===== config.mk =====
export PLATFORM = sky130hd
export DESIGN_NAME = rom_rr_arbiter
export DESIGN_NICKNAME = d
export VERILOG_FILES = /design/src/rtl/rom_arb_pkg.sv /design/src/rtl/rom_table.sv /design/src/rtl/rom_rr_arbiter.sv
export SDC_FILE = /design/constraint.sdc
export NUM_CORES = 1
export LEC_CHECK = 0
export ABC_CLOCK_PERIOD_IN_PS = 1780
export CAP_MARGIN = 40
export CORE_AREA = 2 2 39 41
export DETAILED_ROUTE_END_ITERATION = 16
export DIE_AREA = 0 0 41 43
export PLACE_DENSITY_LB_ADDON = 0.2
export SYNTH_ARGS = -nofsm -noshare
export SYNTH_HDL_FRONTEND = slang
export SYNTH_SLANG_ARGS = --single-unit

===== constraint.sdc =====
create_clock -name clk -period 1.78 [get_ports clk]
set_input_delay 0.356 -clock clk [delete_from_list [all_inputs] [get_ports clk]]
set_output_delay 0.356 -clock clk [all_outputs]
set_load 0.01 [all_outputs]

===== src/rtl/rom_arb_pkg.sv =====
// Shared definitions for the round-robin ROM arbiter slice.
//   ADDR_W / DATA_W : default ROM geometry (8 words of 4 bits)
//   state_t         : arbiter FSM state encoding
package rom_arb_pkg;

  localparam int ADDR_W = 3;
  localparam int DATA_W = 4;

  typedef enum logic [1:0] {
    ST_IDLE = 2'd0,
    ST_READ = 2'd1,
    ST_DONE = 2'd2
  } state_t;

endpackage


===== src/rtl/rom_table.sv =====
// Fixed combinational lookup ROM: word i holds the value 2*i.
// Ports:
//   addr in  AW bits  word index
//   data out DW bits  word contents
module rom_table #(
  parameter int AW = rom_arb_pkg::ADDR_W,
  parameter int DW = rom_arb_pkg::DATA_W
) (
  input  logic [AW-1:0] addr,
  output logic [DW-1:0] data
);

  logic [DW-1:0] mem [0:(1<<AW)-1];

  // Contents are a pure function of the index, so the table folds to constants.
  always_comb begin
    for (int i = 0; i < (1 << AW); i++) begin
      mem[i] = DW'(2 * i);
    end
  end

  assign data = mem[addr];

endmodule


===== src/rtl/rom_rr_arbiter.sv =====
// Round-robin arbiter sharing one lookup ROM between two requesters.
// Each lookup takes three cycles (IDLE grant, READ, DONE with ack).
// Ports:
//   clk, rst        clock and synchronous active-high reset
//   req0/addr0      requester 0 request (held until ack0) and address
//   req1/addr1      requester 1 request (held until ack1) and address
//   ack0/ack1       one-cycle pulse, rdata valid for that requester
//   rdata           registered ROM word, held until the next lookup
//   gnt_id          requester being served, or last served
//   busy            high while a lookup is in READ or DONE
module rom_rr_arbiter #(
  parameter int ADDR_W   = rom_arb_pkg::ADDR_W,
  parameter int DATA_W   = rom_arb_pkg::DATA_W,
  parameter int PRIO_RST = 0
) (
  input  logic              clk,
  input  logic              rst,
  input  logic              req0,
  input  logic [ADDR_W-1:0] addr0,
  input  logic              req1,
  input  logic [ADDR_W-1:0] addr1,
  output logic              ack0,
  output logic              ack1,
  output logic [DATA_W-1:0] rdata,
  output logic              gnt_id,
  output logic              busy
);

  import rom_arb_pkg::*;

  state_t            state;
  logic              prio;
  logic [ADDR_W-1:0] addr_q;
  logic [DATA_W-1:0] rom_data;
  logic              pick;

  rom_table #(
    .AW (ADDR_W),
    .DW (DATA_W)
  ) u_rom (
    .addr (addr_q),
    .data (rom_data)
  );

  // A lone requester always wins; prio only breaks a tie.
  always_comb begin
    pick = 1'b0;
    if (req0 && req1) begin
      pick = prio;
    end else begin
      pick = req1;
    end
  end

  // Single FSM: every output is a flop, so nothing on req/addr reaches
  // the outputs combinationally. Reset drops any lookup in flight.
  always_ff @(posedge clk) begin
    if (rst) begin
      state  <= ST_IDLE;
      ack0   <= 1'b0;
      ack1   <= 1'b0;
      rdata  <= '0;
      gnt_id <= 1'(PRIO_RST);
      busy   <= 1'b0;
      prio   <= 1'(PRIO_RST);
      addr_q <= '0;
    end else begin
      case (state)
        ST_IDLE: begin
          ack0 <= 1'b0;
          ack1 <= 1'b0;
          if (req0 || req1) begin
            gnt_id <= pick;
            addr_q <= pick ? addr1 : addr0;
            busy   <= 1'b1;
            state  <= ST_READ;
          end
        end
        ST_READ: begin
          rdata <= rom_data;
          ack0  <= ~gnt_id;
          ack1  <= gnt_id;
          state <= ST_DONE;
        end
        ST_DONE: begin
          ack0  <= 1'b0;
          ack1  <= 1'b0;
          prio  <= ~gnt_id;
          busy  <= 1'b0;
          state <= ST_IDLE;
        end
        default: begin
          ack0  <= 1'b0;
          ack1  <= 1'b0;
          busy  <= 1'b0;
          state <= ST_IDLE;
        end
      endcase
    end
  end

endmodule


==> parameters.txt <==
Parameter                              Value

Worst setup path
  WP buf/inv ... 1
  Cell-by-cell listing of the critical path ... clkdlybuf4s50_1
  Max stage delay on crit path ... 570 ps
  Arrival time reported for the critical path endpoint ... 1250 ps
  Critical Path Sink Type ... output pin
  Family with the most delay on the worst path ... buffers and inverters
  Required time of the critical path ... 1420 ps
  Kind of critical path ... reg2out
  Cell with the largest stage delay on the worst path ... sky130_fd_sc_hd__clkdlybuf4s50_1
  Beginning of the worst register-to-register path ... state[1]
  Critical path startpoint ... gnt_id
  Kind of start point of the critical path ... flip-flop
  Critical Path Fanout Max ... 5

STA
  Hold slack ... a little under 500 ps
  Setup TNS ... 0 ps
  Clock skew ... 0.359 ps
  Slew Viols, Final ... 0
  Final Hold Vio Count ... 0
  Upper clock frequency limit ... 623 MHz
  Fin crit period ... 1610 ps
  Setup violation total in the final timing report ... 0
  Unrepaired setup endpoints after global routing ... no
  Portion of the clock cycle consumed by the worst path in the final layout ... 90.2%

Floorplanning
  Die X ... 41 um
  Rows ... 14
  Core region area ... 1380 um^2
  DIE HEIGHT ... 43 um
  Area of the die ... 1760 um^2
  Top-level port count ... 18
  Starting Density ... between 30 and 40%

Clocking
  Post-cts resize count ... 0
  Clock-pin slew on the worst setup and hold paths ... approximately 70 ps
  Clock network latency to the later pin of the worst-skew pair ... ~270 ps
  Total of hold buffers inserted after clock tree synthesis ... 0
  Clock tree buffer depth ... 2
  Clock buffer count from CTS ... 3
  CTS Sinks ... 13
  Number of setup buffers added after CTS ... 0
  Clock Root Buffer ... sky130_fd_sc_hd__clkbuf_4
  Count of H-tree levels built during CTS ... 1
  Clock tree from TritonCTS ... built

Finish
  Area growth, synth to finish ... 35.7%
  Share of the core filled with cells ... 51.2%
  Layout net count ... 84
  Number of inserted diodes ... 0
  Finished Cell Area ... 708 um^2
  Fraction of final layout cells sized beyond drive strength 1 ... 9.59%
  Number of filler cells placed in the layout ... 155

Drt
  First DRT Iteration DRCs ... 5
  Number of optimization iterations in the first detailed-route pass ... 3
  Number of vias after detailed routing ... 430
  Post-detailed-route via-to-cell ratio ... 4.83
  Count of unresolved DRC violations after routing ... 0
  Total Wirelength ... slightly below 1 mm
  Detailed-route wire length per cell ... approximately 11 um
  ANT nets after route ... 0

Synthesis
  EDFF count, synth ... 0
  Cell types occupying the most area after synthesis ... sky130_fd_sc_hd__dfxtp_1 50%, sky130_fd_sc_hd__mux2i_1 5.8%, sky130_fd_sc_hd__a311oi_1 5.0%
  Part of the Yosys area used for sequential elements ... about half
  Syn Inst Count ... 56
  Yosys synthesis warning count ... 0
  Post-synth top flop ... sky130_fd_sc_hd__dfxtp_1
  Largest area contributor in the netlist ... sky130_fd_sc_hd__dfxtp_1
  Number of distinct standard cells referenced by the synthesized netlist ... 23
  Yosys top cell area share ... 49.9%
  Flip-flop and latch count after synthesis ... 13
  Mean instance size in the synthesized netlist ... between 9 and 10 um^2
  Synthesized cell area ... 522 um^2
  Mapped Nets ... between 60 and 70
  Post-synthesis async set-or-reset flop share ... 0%

Pwr
  Leakage power figure ... 0.000282 uW
  Power per standard cell area ... 857 nW/um^2
  IR drop worst, VDD ... 0.327 mV

Placed design
  Placer congestion estimate ... 0.735
  Port Buffers ... 16
  Hpwl dp ... approximately 760 um
  Placement Cell Area ... 682 um^2

Job
  Max-cap check violation count ... 0

Global routing
  Overflow left after global routing ... 0
  Via count of the first global-routing pass ... 411
  Initial antenna violation count ... 0
  Maximum number of pins on one net before global-route repair ... 13
  First-pass GRT wire length ... roughly 1.7 mm
  Overall global routing resource usage ... 14.1%

Worst hold path
  Type of the worst min-delay path ... reg2reg
  Worst Min Path Start ... busy

Outcome
  Result of the run ... completed
## flip-flops by register name, summed over array words and instances (netlist names)
name and flops:
ack0 1, rdata 3, addr_q 3, state 2, ack1 1, prio 1, busy 1, gnt_id 1
## cells by family after synthesis
logic type | share of synthesized area (%)
other | 0.719
DFF | 49.9
buffers and inverters | 4.55
and+or+nand+nor | 23.5
muxes | 5.76
AOI/OAI and AO/OA | 15.6
## cells in the final DEF, fill, tap and decap left out
cell type,count
sky130_fd_sc_hd__a211oi_1,1
sky130_fd_sc_hd__a21oi_1,5
sky130_fd_sc_hd__a311oi_1,3
sky130_fd_sc_hd__and2_1,1
sky130_fd_sc_hd__and2b_1,1
sky130_fd_sc_hd__clkbuf_1,1
sky130_fd_sc_hd__clkbuf_4,3
sky130_fd_sc_hd__clkdlybuf4s50_1,16
sky130_fd_sc_hd__conb_1,1
sky130_fd_sc_hd__dfxtp_1,13
sky130_fd_sc_hd__inv_1,1
sky130_fd_sc_hd__mux2i_1,3
sky130_fd_sc_hd__nand2_1,1
sky130_fd_sc_hd__nand2b_1,2
sky130_fd_sc_hd__nand3_1,4
sky130_fd_sc_hd__nor2_1,6
sky130_fd_sc_hd__nor2_2,2
sky130_fd_sc_hd__nor2b_1,1
sky130_fd_sc_hd__nor3_1,1
sky130_fd_sc_hd__nor3_2,1
sky130_fd_sc_hd__o21ai_0,3
sky130_fd_sc_hd__o31ai_1,1
sky130_fd_sc_hd__or2_4,1
sky130_fd_sc_hd__or2b_1,1
## routing by layer
layer  track usage [%]  vias up  routed length [um]
met5                 0        -                   0
met4              10.0        0                   0
met3              4.71        0                  51
met2              20.6       14                 488
met1              16.3      188                 434
li1                  -      228                   -
## worst paths after layout
kind / to / cells after the start / slack [ps]
setup / recovery: gnt_id / 1 / 170
hold / removal: busy / 2 / 480
setup reg to reg: rdata[3] / 3 / 650
hold reg to reg: busy / 2 / 480
## synth_stat cells (2+ instances only)
library cell and instances:
sky130_fd_sc_hd__dfxtp_1 13, sky130_fd_sc_hd__nor2_1 6, sky130_fd_sc_hd__a21oi_1 5, sky130_fd_sc_hd__nand3_1 4, sky130_fd_sc_hd__a311oi_1 3, sky130_fd_sc_hd__mux2i_1 3, sky130_fd_sc_hd__o21ai_0 3, sky130_fd_sc_hd__buf_4 2
sky130_fd_sc_hd__nand2b_1 2, sky130_fd_sc_hd__nor2_2 2
## cell type report
cell class	instances	area, um^2	share of cell area, %
well taps	16	20.0	2.83
clock buffers	4	26.3	3.71
flip-flops and latches	13	260	36.7
repair buffers	16	160	22.6
inverters	1	3.75	0.530
multi-input cells	39	238	33.6
## through the flow
| step | worst slack, ps | std cells | total power (uW) |
|---|---|---|---|
| 2_1_floorplan | 822 | 56 | 395 |
| 3_3_place_gp | 260 | 85 | 440 |
| 4_1_cts | 167 | 89 | 618 |
| 6_report | 174 | 89 | 607 |
| 5_1_grt | 126 | 89 | 646 |
| 3_5_place_dp | 236 | 85 | 442 |
## report_power, final
group,total [uW],internal (uW),switching (uW)
combinational,106,58.7,46.9
clock,172,86.7,85.7
sequential,329,313,16.7
total,607,458,149
Power figures use the tool's default switching activity.
